`src/rtl/memory_access_sequencer_if.sv`:
```
// rtl/memory_access_sequencer_if.sv - request and RAM bus bundle for the memory access sequencer
//
// Purpose: groups the datapath request handshake and the data RAM MFC bus.
// Modports:
//   master - the sequencer: samples Req_* and Mem_Data_In/Mem_MFC, drives
//            Req_Done/Req_Error/Read_Data/Stall and the Mem_* strobes.
//   slave  - the environment (datapath + RAM): the mirror image.
// Signals:
//   Req_Valid/Req_Write/Req_Address/Req_Data  request (level, held until Req_Done)
//   Req_Done/Req_Error                         completion pulses
//   Read_Data                                  memory data register
//   Stall                                      pipeline hold
//   Mem_Address/Mem_Read_H_Write_L/Mem_Enable/Mem_Data_Out  RAM command
//   Mem_Data_In/Mem_MFC                        RAM response

interface memory_access_sequencer_if;
  logic        Req_Valid;
  logic        Req_Write;
  logic [31:0] Req_Address;
  logic [31:0] Req_Data;
  logic        Req_Done;
  logic        Req_Error;
  logic [31:0] Read_Data;
  logic        Stall;
  logic [31:0] Mem_Address;
  logic        Mem_Read_H_Write_L;
  logic        Mem_Enable;
  logic [31:0] Mem_Data_Out;
  logic [31:0] Mem_Data_In;
  logic        Mem_MFC;

  modport master (
    input  Req_Valid, Req_Write, Req_Address, Req_Data,
    output Req_Done, Req_Error, Read_Data, Stall,
    output Mem_Address, Mem_Read_H_Write_L, Mem_Enable, Mem_Data_Out,
    input  Mem_Data_In, Mem_MFC
  );

  modport slave (
    output Req_Valid, Req_Write, Req_Address, Req_Data,
    input  Req_Done, Req_Error, Read_Data, Stall,
    input  Mem_Address, Mem_Read_H_Write_L, Mem_Enable, Mem_Data_Out,
    output Mem_Data_In, Mem_MFC
  );
endinterface

```
`src/rtl/memory_access_sequencer.sv`:
```
// rtl/memory_access_sequencer.sv - processor-side initiator for the data RAM MFC handshake
//
// Purpose: accepts one load/store at a time, drives the RAM command from
// captured request registers, waits for MFC (bounded by TIMEOUT_CYCLES),
// latches load data into the memory data register and pulses Req_Done.
// Ports:
//   Clock    - single rising-edge clock
//   Reset_L  - synchronous active-low reset
//   bus      - memory_access_sequencer_if.master (request + RAM signals)
// Parameters:
//   TIMEOUT_CYCLES - WAIT cycles before an access is aborted with Req_Error (1..255)

module memory_access_sequencer #(
  parameter int unsigned TIMEOUT_CYCLES = 15
) (
  input  logic                       Clock,
  input  logic                       Reset_L,
  memory_access_sequencer_if.master  bus
);

  typedef enum logic [1:0] {
    S_IDLE  = 2'd0,
    S_ISSUE = 2'd1,
    S_WAIT  = 2'd2,
    S_DONE  = 2'd3
  } state_t;

  // Counter value seen on the last permitted WAIT cycle.
  localparam logic [7:0] LAST_COUNT = 8'(TIMEOUT_CYCLES - 1);

  state_t      state_q;
  state_t      state_d;

  logic        write_q;
  logic [31:0] address_q;
  logic [31:0] data_q;
  logic [31:0] read_data_q;
  logic [7:0]  count_q;
  logic        error_q;

  logic        accept;
  logic        wait_timeout;
  logic        wait_mfc;

  assign accept       = (state_q == S_IDLE) && bus.Req_Valid;
  assign wait_mfc     = (state_q == S_WAIT) && bus.Mem_MFC;
  // MFC has priority: a timeout only counts when MFC is absent.
  assign wait_timeout = (state_q == S_WAIT) && !bus.Mem_MFC && (count_q == LAST_COUNT);

  // ---------------------------------------------------------------------
  // State register
  // ---------------------------------------------------------------------
  always_ff @(posedge Clock) begin
    if (!Reset_L) begin
      state_q <= S_IDLE;
    end else begin
      state_q <= state_d;
    end
  end

  // ---------------------------------------------------------------------
  // Next-state logic
  // ---------------------------------------------------------------------
  always_comb begin
    state_d = state_q;
    case (state_q)
      S_IDLE: begin
        if (bus.Req_Valid) begin
          state_d = S_ISSUE;
        end
      end
      S_ISSUE: begin
        state_d = S_WAIT;
      end
      S_WAIT: begin
        if (wait_mfc || wait_timeout) begin
          state_d = S_DONE;
        end
      end
      S_DONE: begin
        state_d = S_IDLE;
      end
      default: begin
        state_d = S_IDLE;
      end
    endcase
  end

  // ---------------------------------------------------------------------
  // Request capture. Inputs are only looked at on the IDLE->ISSUE edge so
  // the RAM command stays stable whatever the requester does afterwards.
  // Store data is zeroed for loads so Mem_Data_Out reads 0 on a load.
  // ---------------------------------------------------------------------
  always_ff @(posedge Clock) begin
    if (!Reset_L) begin
      write_q   <= 1'b0;
      address_q <= '0;
      data_q    <= '0;
    end else if (accept) begin
      write_q   <= bus.Req_Write;
      address_q <= bus.Req_Address;
      data_q    <= bus.Req_Write ? bus.Req_Data : 32'd0;
    end
  end

  // ---------------------------------------------------------------------
  // Wait counter: cleared in ISSUE, counts MFC-low WAIT cycles, and
  // saturates so it can never wrap back below LAST_COUNT.
  // ---------------------------------------------------------------------
  always_ff @(posedge Clock) begin
    if (!Reset_L) begin
      count_q <= '0;
    end else if (state_q == S_ISSUE) begin
      count_q <= '0;
    end else if ((state_q == S_WAIT) && !bus.Mem_MFC && (count_q != 8'hFF)) begin
      count_q <= count_q + 8'd1;
    end
  end

  // ---------------------------------------------------------------------
  // Error flag: set on the timeout exit from WAIT, cleared when the next
  // request is accepted so it only ever qualifies its own DONE cycle.
  // ---------------------------------------------------------------------
  always_ff @(posedge Clock) begin
    if (!Reset_L) begin
      error_q <= 1'b0;
    end else if (accept) begin
      error_q <= 1'b0;
    end else if (wait_timeout) begin
      error_q <= 1'b1;
    end
  end

  // ---------------------------------------------------------------------
  // Memory data register: only a successful load updates it.
  // ---------------------------------------------------------------------
  always_ff @(posedge Clock) begin
    if (!Reset_L) begin
      read_data_q <= '0;
    end else if (wait_mfc && !write_q) begin
      read_data_q <= bus.Mem_Data_In;
    end
  end

  // ---------------------------------------------------------------------
  // Outputs: decoded from state and captured registers only. Stall is the
  // single combinational path from an input (Req_Valid), so the pipeline
  // freezes in the same cycle it raises a request.
  // ---------------------------------------------------------------------
  always_comb begin
    bus.Mem_Enable         = 1'b0;
    bus.Mem_Read_H_Write_L = 1'b1;
    bus.Mem_Address        = address_q;
    bus.Mem_Data_Out       = data_q;
    bus.Req_Done           = 1'b0;
    bus.Req_Error          = 1'b0;
    bus.Read_Data          = read_data_q;
    bus.Stall              = 1'b0;
    case (state_q)
      S_IDLE: begin
        bus.Stall = bus.Req_Valid;
      end
      S_ISSUE, S_WAIT: begin
        bus.Mem_Enable         = 1'b1;
        bus.Mem_Read_H_Write_L = ~write_q;
        bus.Stall              = 1'b1;
      end
      S_DONE: begin
        bus.Req_Done  = 1'b1;
        bus.Req_Error = error_q;
      end
      default: begin
        bus.Stall = 1'b0;
      end
    endcase
  end

endmodule

```
`src/flat_wrapper.sv`:
```
// flat-port wrapper written by rule: the top's interface ports become plain ports
module memory_access_sequencer_flat 
#(
  parameter int unsigned TIMEOUT_CYCLES = 15
)
  (Clock, Reset_L, bus_Req_Valid, bus_Req_Write, bus_Req_Address, bus_Req_Data, bus_Req_Done, bus_Req_Error, bus_Read_Data, bus_Stall, bus_Mem_Address, bus_Mem_Read_H_Write_L, bus_Mem_Enable, bus_Mem_Data_Out, bus_Mem_Data_In, bus_Mem_MFC);
  memory_access_sequencer_if bus_i ();
  input  logic Clock;
  input  logic Reset_L;
  input wire logic [$bits(bus_i.Req_Valid)-1:0] bus_Req_Valid;
  input wire logic [$bits(bus_i.Req_Write)-1:0] bus_Req_Write;
  input wire logic [$bits(bus_i.Req_Address)-1:0] bus_Req_Address;
  input wire logic [$bits(bus_i.Req_Data)-1:0] bus_Req_Data;
  output wire logic [$bits(bus_i.Req_Done)-1:0] bus_Req_Done;
  output wire logic [$bits(bus_i.Req_Error)-1:0] bus_Req_Error;
  output wire logic [$bits(bus_i.Read_Data)-1:0] bus_Read_Data;
  output wire logic [$bits(bus_i.Stall)-1:0] bus_Stall;
  output wire logic [$bits(bus_i.Mem_Address)-1:0] bus_Mem_Address;
  output wire logic [$bits(bus_i.Mem_Read_H_Write_L)-1:0] bus_Mem_Read_H_Write_L;
  output wire logic [$bits(bus_i.Mem_Enable)-1:0] bus_Mem_Enable;
  output wire logic [$bits(bus_i.Mem_Data_Out)-1:0] bus_Mem_Data_Out;
  input wire logic [$bits(bus_i.Mem_Data_In)-1:0] bus_Mem_Data_In;
  input wire logic [$bits(bus_i.Mem_MFC)-1:0] bus_Mem_MFC;
  assign bus_i.Req_Valid = bus_Req_Valid;
  assign bus_i.Req_Write = bus_Req_Write;
  assign bus_i.Req_Address = bus_Req_Address;
  assign bus_i.Req_Data = bus_Req_Data;
  assign bus_Req_Done = bus_i.Req_Done;
  assign bus_Req_Error = bus_i.Req_Error;
  assign bus_Read_Data = bus_i.Read_Data;
  assign bus_Stall = bus_i.Stall;
  assign bus_Mem_Address = bus_i.Mem_Address;
  assign bus_Mem_Read_H_Write_L = bus_i.Mem_Read_H_Write_L;
  assign bus_Mem_Enable = bus_i.Mem_Enable;
  assign bus_Mem_Data_Out = bus_i.Mem_Data_Out;
  assign bus_i.Mem_Data_In = bus_Mem_Data_In;
  assign bus_i.Mem_MFC = bus_Mem_MFC;
  memory_access_sequencer #(.TIMEOUT_CYCLES(TIMEOUT_CYCLES)) u_core (.Clock(Clock), .Reset_L(Reset_L), .bus(bus_i));
endmodule
```
`config.mk`:
```
export PLATFORM = sky130hd
export DESIGN_NAME = memory_access_sequencer_flat
export DESIGN_NICKNAME = d
export VERILOG_FILES = /design/src/rtl/memory_access_sequencer_if.sv /design/src/rtl/memory_access_sequencer.sv /design/src/flat_wrapper.sv
export SDC_FILE = /design/constraint.sdc
export NUM_CORES = 1
export LEC_CHECK = 0
export ABC_AREA = 1
export CAP_MARGIN = 20
export CORE_MARGIN = 4
export CORE_UTILIZATION = 45
export CTS_CLUSTER_DIAMETER = 120
export CTS_CLUSTER_SIZE = 10
export DETAILED_ROUTE_END_ITERATION = 8
export DONT_BUFFER_PORTS = 1
export PLACE_DENSITY = 0.64
export SYNTH_ARGS = -nofsm -noshare
export SYNTH_HDL_FRONTEND = slang
export SYNTH_SLANG_ARGS = --single-unit
```
`constraint.sdc`:
```
create_clock -name Clock -period 2.19 [get_ports Clock]
set_clock_uncertainty 0.1 [all_clocks]
set_input_delay 0.657 -clock Clock [delete_from_list [all_inputs] [get_ports Clock]]
set_output_delay 0.657 -clock Clock [all_outputs]
set_load 0.01 [all_outputs]
```
==> results of run 1 <==
synthesized netlist by cell type, drive strengths merged:
| cell | instances | area [µm²] |
|---|---|---|
| nand2 | 29 | 129 |
| nand3b | 1 | 7.51 |
| nand3 | 39 | 200 |
| o21ai | 98 | 490 |
| buf | 23 | 118 |
| inv | 51 | 191 |
| xor2 | 1 | 8.76 |
| nand4 | 4 | 25.0 |
| dfxtp | 108 | 2160 |
| a31oi | 1 | 6.26 |
| ha | 6 | 75.1 |
| clkbuf | 8 | 31.3 |
| nor2 | 147 | 572 |
| a21oi | 8 | 40.0 |
flip-flops by register name (all words and copies together), names as in the netlist:
name                     count
u_core.bus.Mem_Address      32
u_core.bus.Mem_Data_Out     32
u_core.bus.Read_Data        32
u_core.count_q               8
u_core.state_q               2
u_core.error_q               1
u_core.write_q               1
through the flow:
step | hold WS (ns) | std cells
5_1_grt | 0.282 | 625
4_1_cts | 0.291 | 624
3_3_place_gp | 0.348 | 606
3_5_place_dp | 0.359 | 606
6_report | 0.320 | 625
2_1_floorplan | 0.337 | 524
kinds of logic after synthesis:
kind of cell / Yosys count / synth area share (%)
buf+inv: 82 / 8.39
simple gates: 220 / 23.0
flops: 108 / 53.3
fa+ha+maj: 6 / 1.85
xor+xnor: 1 / 0.216
compound gates: 107 / 13.2
per-layer routing:
metal  global-route usage (%)  vias up
li1                         -     1636
met1                     20.5     1519
met2                     31.1      146
met3                     8.05        9
met4                     5.48        0
met5                        0        -
cell type report:
| class | count | area [µm²] | share of cell area (%) |
|---|---|---|---|
| clock buffer | 11 | 141 | 3.28 |
| clock inverter | 5 | 45.0 | 1.04 |
| inverter | 51 | 191 | 4.44 |
| multi-input combinational | 334 | 1570 | 36.5 |
| sequential | 108 | 2160 | 50.2 |
| tap | 108 | 135 | 3.13 |
| timing repair buffer | 8 | 60.1 | 1.39 |
worst paths after layout:
check | depth (start not counted) | end
max reg2reg | 6 | u_core.bus.Mem_Data_Out[17]$_SDFFE_PN0P_
min | 2 | u_core.bus.Mem_Data_Out[6]$_SDFFE_PN0P_
min reg2reg | 2 | u_core.count_q[3]$_SDFFE_PP0P_
max | 5 | bus_Stall
timing repair:
item / in CTS / in global routing
resized for setup: 6 / 3
hold buffers: 0 / 0
pin swaps: 1 / 2
setup endpoints to repair: 1 / 1
setup buffers: 2 / 1
power by group:
group | total (mW) | internal [mW] | switching, mW
combinational | 1.06 | 0.385 | 0.671
clock | 1.13 | 0.462 | 0.669
sequential | 2.78 | 2.35 | 0.432
==> results.toml, run 1 <==
[setup_path]
worstSetupStartpoint = "u_core.state_q[0]$_SDFFE_PN0P_"
critPathArrivalTime_ns = 1.35
cp.required_ns = 1.43
cp_slowest_cell = "dfxtp_2"
r2r-start = "u_core.state_q[0]$_SDFFE_PN0P_"
critical_path.top_delay_family = "flip-flops"
critPathLaunchType = "flop"
crit_chain = "inv_2 > ha_4 > inv_2 > a21oi_2 > buf_4"
crit_buf_inv = 3
crit_top_cell = "inv_2"
path_class = "reg2out"
max_stage_delay_ns = 0.36
end_kind = "primary output"
reg2reg_slack_ns = 0.46
cp_max_fo = 3

[clock_tree]
clkTransAtPathRegs_ns = 0.10
cts_buffers = 9
cts-root-buf = "clkbuf_8"
cts.sinks = 108
h-tree-depth = 3
cts_tree = "yes"
clk_latency_ns = 0.36
cts_buffer_depth = 2

[timing]
fin_setup_tns_ns = 0
fin_crit_sh_pct = 96.4
maxSlewViolCount = 0
max_freq_ghz = 0.474
finalSetupViolations = 0
relSlewSlack_pct = 61.2
fin_crit_ns = 2.11
worstMarginPinSlew_ns = 0.581
worst_slack_ns = 0.0781
hold_viol = 0
grt_setup_unrepaired = "false"

[min_path]
hp-class = "in2reg"
hp-start = "bus_Req_Data[6]"

[die]
ioPinCount = 202
rows = 34
fp.dieArea_um2 = 10600
fp.coreArea_um2 = 8760
die_h_um = 103
die_w_um = 103
initial_core_util_pct = 46.3

[finish]
layout-drive-gt1-share_pct = 8.12
fin_area_um2 = 4310
diodes = 0
final_common_cell = "nor2_1"
final_util_pct = 49.2
fill_cells = 859
mostFrequentLayoutCells = "143 x nor2_1, 106 x dfxtp_1, 87 x o21ai_0"
area_growth_pct = 6.26
nNetsFinal = 619

[place]
dp_slack_ns = 0.199
gp_congestion = 0.803
place.port_buffers = 0
hpwlAfterDp_um = 7040
place_area_um2 = 4080

[global_routing]
grt_max_degree = 103
grt_usage_pct = 18.2
grt_pass1_wl_um = 15100
grt_pass1_vias = 3095
antenna_found_initial = 0
grt_overflow = 0

[routing]
dr.pass1.iters = 4
wl_met3_um = 1050
drtIter0Drc = 92
ant_nets = 0
routed.top_layer = "met4"
vias_per_cell = 5.30
routedWlPerCell_um = 15.8
met1_length_um = 3780
via_count = 3310
drc = 0
detail_route.wirelength_um = 9890
wl_met2_um = 4940

[flow_run]
drv_cap = 0

[power_and_ir_drop]
vdd_drop_max_v = 0.000392
leakage_nw = 1.87
p_total_mw = 4.96
p_per_area_nw_per_um2 = 1150

[logic_synthesis]
avgSynthCellArea_um2 = 7.74
synth_cell_type_count = 23
synthCells = 524
synth_seq_area_share_pct = 53.3
ys_warn_count = 0
syn-cell-area_um2 = 4060
syn_nets = 631
ys_ff_latch = 108

[outcome]
status = "finished clean"
(Power assumes the default switching activity.)
==> run 2, diff against run 1 <==
==> constraint.sdc (replaced) <==
create_clock -name Clock -period 2.19 [get_ports Clock]
set_clock_uncertainty 0.1 [all_clocks]
set_input_delay 0.438 -clock Clock [delete_from_list [all_inputs] [get_ports Clock]]
set_output_delay 0.438 -clock Clock [all_outputs]
set_load 0.01 [all_outputs]
==> run 2 against run 1 <==
Worst setup slack gained 0.052 ns; cell count down 0.48%; critical path type unchanged; maximum frequency up 2.5%; core utilization down 0.44 points; worst hold slack got worse by 0.22 ns; count of clock-buffer cells in the layout is 1 higher.
==> results.toml, run 2 (synthesized netlist as in run 1, its figures left out) <==
[outcome]
status = "finished clean"

[place]
dp_cells = 606
gp_congestion = 0.788
hpwlAfterDp_um = 7030
place.port_buffers = 0

[die]
rows = 34
initial_core_util_pct = 46.3
ioPinCount = 202
fp.dieArea_um2 = 10600
die_w_um = 103
fp.coreArea_um2 = 8760
die_h_um = 103

[setup_path]
crit_top_cell = "inv_1"
critical_path.top_delay_family = "flip-flops"
crit_chain = "inv_1 > ha_4 > inv_1 > a21oi_1 > buf_4"
crit_buf_inv = 3
critPathArrivalTime_ns = 1.52
cp.required_ns = 1.65
end_kind = "primary output"
path_class = "reg2out"
cp_slowest_cell = "dfxtp_1"
critPathLaunchType = "flop"
cp_max_fo = 3
max_stage_delay_ns = 0.38

[clock_tree]
clk_latency_ns = 0.35
cts_tree = "yes"
cts_buffer_depth = 2
clkTransAtPathRegs_ns = 0.10
cts_hold_buf = 0
cts-root-buf = "clkbuf_8"
postCtsSetupRepairBufs = 0
cts_buffers = 9
h-tree-depth = 3
cts.sinks = 108

[finish]
nNetsFinal = 616
area_growth_pct = 5.31
mostFrequentLayoutCells = "143 x nor2_1, 107 x dfxtp_1, 87 x o21ai_0"
layout-drive-gt1-share_pct = 6.23
diodes = 0
final_cells = 622
final_common_cell = "nor2_1"

[global_routing]
grt-busiest-layer = "met2"
grt_overflow = 0
met1_usage_pct = 19.5
grt_use_met3_pct = 7.31
met2_usage_pct = 30.1
grt_max_degree = 103
grt_usage_pct = 17.5
antenna_found_initial = 0
grt_pass1_vias = 3002
grt_pass1_wl_um = 14600

[routing]
detail_route.wirelength_um = 9770
via_count = 3278
drc = 0
routedWlPerCell_um = 15.7
ant_nets = 0
vias_per_cell = 5.27
dr.pass1.iters = 4
drtIter0Drc = 88

[flow_run]
drv_cap = 0

[power_and_ir_drop]
combPwrFrac_pct = 20.4
leakage_nw = 1.85
vdd_drop_max_v = 0.000398
switching_share_pct = 35.4
p_sw_mw = 1.73
sequentialPowerShare_pct = 56.9
pwr-share-clk_pct = 22.6
p_total_mw = 4.87
p_per_area_nw_per_um2 = 1140
p_int_mw = 3.15

[timing]
max_freq_ghz = 0.485
worstMarginPinSlew_ns = 0.606
whs_ns = 0.103
grt_setup_unrepaired = "false"
finalSetupViolations = 0
fin_setup_tns_ns = 0
fin_crit_ns = 2.06
fin_crit_sh_pct = 94.1
hold_viol = 0
maxSlewViolCount = 0
relSlewSlack_pct = 59.5

[min_path]
hp-class = "in2reg"
[run 2: routing by layer]
metal  share of wire, %  vias up
met3                 11        9
li1                   -     1630
met4                1.3        0
met1                 38     1499
met5                  0        -
met2                 49      140
[run 2: power groups by stage]
| stage | Combinational (mW) | Clock, mW | Sequential (mW) |
|---|---|---|---|
| after floorplan | 0.801 | 0 | 2.73 |
| after global placement | 0.921 | 0 | 2.82 |
| after detailed placement | 0.972 | 0 | 2.83 |
| after CTS | 0.979 | 1.14 | 2.78 |
| after global routing | 1.16 | 1.23 | 2.83 |
| final | 0.996 | 1.10 | 2.77 |
[run 2: path summary, 6_finish.rpt]
kind | end | startpoint | slack (ns) | depth (start not counted)
min reg2reg | u_core.count_q[3]$_SDFFE_PP0P_ | u_core.count_q[3]$_SDFFE_PP0P_ | 0.37 | 2
max | bus_Stall | u_core.state_q[0]$_SDFFE_PN0P_ | 0.13 | 5
max reg2reg | u_core.bus.Mem_Data_Out[17]$_SDFFE_PN0P_ | u_core.state_q[0]$_SDFFE_PN0P_ | 0.36 | 6
min | u_core.state_q[1]$_SDFFE_PN0P_ | Reset_L | 0.10 | 2
[run 2: what timing repair did]
item | in CTS | in global routing
gates cloned | 0 | 0
resized for setup | 1 | 2
endpoints found under the setup margin | 1 | 1
[run 2: cell type report]
type,count,area (µm²)
clock buffers,12,145
clock inverters,4,32.5
fillers,871,4490
inverters,51,191
multi-input cells,334,1570
flip-flops and latches,108,2160
well taps,108,135
repair buffers,5,37.5
[run 2: worst reg2reg max path, stage by stage (launching register included)]
cell	delay (ns)
dfxtp_1	0.34
inv_1	0.15
ha_4	0.17
nand2_2	0.08
inv_2	0.07
nand3_2	0.46
o21ai_0	0.37
[run 2: stage by stage]
step	instance area [µm²]	util (%)	worst slack, ns
final	4270	48.7	0.130
after global routing	4270	48.7	0.0466
after CTS	4260	48.6	0.0212
after detailed placement	4080	46.6	0.322
after global placement	4080	46.6	0.482
after floorplan	4060	-	0.456
==> run 3, diff against run 2 <==
--- a/config.mk
+++ b/config.mk
@@ -13,7 +13,6 @@
 export CTS_CLUSTER_SIZE = 10
 export DETAILED_ROUTE_END_ITERATION = 8
 export DONT_BUFFER_PORTS = 1
-export PLACE_DENSITY = 0.64
 export SYNTH_ARGS = -nofsm -noshare
 export SYNTH_HDL_FRONTEND = slang
 export SYNTH_SLANG_ARGS = --single-unit
==> run 3 against run 2 <==
Sequential power about the same; core utilization increased by 0.057 points; sequential cell count unchanged; critical path type unchanged; largest cell class unchanged; global-route usage increased by 0.53 points; final area increased by 0.12%.
==> results.toml, run 3 (synthesized netlist as in run 1, its figures left out) <==
[outcome]
status = "finished clean"

[finish]
multi_input_area_um2 = 1570
final_util_pct = 48.8
mostFrequentLayoutCells = "143 x nor2_1, 108 x dfxtp_1, 87 x o21ai_0"
nNetsFinal = 616
diodes = 0
layout-drive-gt1-share_pct = 6.24
fill_cells = 898
seq_area_um2 = 2160
final_common_cell = "nor2_1"
area_growth_pct = 5.43

[die]
die_w_um = 103
fp.dieArea_um2 = 10600
ioPinCount = 202
initial_core_util_pct = 46.3
fp.coreArea_um2 = 8760
rows = 34
die_h_um = 103

[clock_tree]
cts_buffer_depth = 2
h-tree-depth = 3
cts_buffers = 9
cts-root-buf = "clkbuf_8"
clk_latency_ns = 0.35
cts.sinks = 108
cts_tree = "yes"
postCtsSetupRepairBufs = 0
clkTransAtPathRegs_ns = 0.10

[routing]
detail_route.wirelength_um = 9930
via_count = 3265
routedWlPerCell_um = 16.0
dr.pass1.iters = 4
drtIter0Drc = 130
ant_nets = 0
drc = 0
vias_per_cell = 5.26

[timing]
worstMarginPinSlew_ns = 0.563
fin_crit_ns = 2.03
hold_viol = 0
grt_setup_unrepaired = "false"
finalSetupViolations = 0
relSlewSlack_pct = 62.4
max_freq_ghz = 0.492
fin_crit_sh_pct = 92.8
maxSlewViolCount = 0
fin_setup_tns_ns = 0

[global_routing]
grt_pass1_wl_um = 15000
grt_max_degree = 103
grt_overflow = 0
antenna_found_initial = 0
grt_pass1_vias = 3105
grt_usage_pct = 18.1

[setup_path]
ff2ff_path_depth = 6
r2r_end = "u_core.bus.Mem_Data_Out[0]$_SDFFE_PN0P_"
worstSetupStartpoint = "u_core.state_q[1]$_SDFFE_PN0P_"
reg2reg_slack_ns = 0.27
crit_chain = "inv_1 > ha_4 > inv_1 > a21oi_1 > buf_4"
path_class = "reg2out"
critPathLaunchType = "flop"
max_stage_delay_ns = 0.40
cp.required_ns = 1.65
critPathArrivalTime_ns = 1.50
end_kind = "primary output"
cp_max_fo = 4
r2r-start = "u_core.state_q[0]$_SDFFE_PN0P_"
cp_slowest_cell = "dfxtp_1"
crit_top_cell = "inv_1"

[min_path]
hold_depth = 2
hp-class = "in2reg"
hold_path_end = "u_core.state_q[1]$_SDFFE_PN0P_"
hp-start = "Reset_L"

[power_and_ir_drop]
leakage_nw = 1.86
vdd_drop_max_v = 0.000392
p_int_mw = 3.15
switching_share_pct = 35.8
p_sw_mw = 1.76
combPwrFrac_pct = 20.1
p_total_mw = 4.90
pwr-share-clk_pct = 23.3
p_per_area_nw_per_um2 = 1150
sequentialPowerShare_pct = 56.6

[place]
hpwlAfterDp_um = 7090
gp_congestion = 0.821
place.port_buffers = 0

[flow_run]
drv_cap = 0
## run 3: changes by cell type in the layout (fill, tap and decap cells not counted), sizes merged
cell / change
clkbuf: -2
clkinv: +3
clkinvlp: -2
## run 3: how the worst max path moves through the flow
stage	slack, ns	end
after floorplan	0.46	bus_Stall
after global placement	0.42	u_core.bus.Mem_Data_Out[28]$_SDFFE_PN0P_
after detailed placement	0.22	u_core.bus.Mem_Data_Out[0]$_SDFFE_PN0P_
after CTS	0.05	bus_Stall
after global routing	0.03	bus_Stall
final	0.16	bus_Stall
## run 3: through the flow
stage,cells,hold WS [ns],worst slack [ns],cell area [µm²]
finish,621,0.0971,0.157,4280
global route,621,0.0768,0.0337,4280
CTS,621,0.0795,0.0503,4260
detailed placement,606,0.351,0.224,4080
global placement,606,0.349,0.418,4080
floorplan,524,0.337,0.456,4060
## run 3: what timing repair did
item	4_1_cts	5_1_grt
gates resized for setup	0	1
endpoints found under the setup margin	0	1
hold buffers	0	0
## run 3: power by group through the flow
| stage | logic, mW | clock network, mW | registers (mW) |
|---|---|---|---|
| final | 0.984 | 1.14 | 2.78 |
| after global routing | 1.15 | 1.26 | 2.83 |
| after floorplan | 0.801 | 0 | 2.73 |
| after detailed placement | 0.966 | 0 | 2.83 |
| after global placement | 0.932 | 0 | 2.83 |
| after CTS | 0.968 | 1.19 | 2.79 |
## run 3: cell type report
type	instances	area share, %
clock inverter	5	1.08
tap	108	3.16
timing repair buffer	5	0.878
inverter	51	4.48
sequential	108	50.6
multi-input combinational	334	36.6
clock buffer	10	3.22
## run 3: critical path: cells and delay by family (launching register included)
kind / cells / cell delay, ns
compound gates: 1 / 0.14
flops: 1 / 0.40
buf+inv: 3 / 0.29
fa+ha+maj: 1 / 0.30
## run 3: routing by layer
metal	part of all wire, %	GRT usage (%)	up-vias
li1	-	-	1634
met1	37	19.9	1478
met2	49	31.2	140
met3	11	6.97	13
met4	2.0	7.17	0
met5	0	0	-
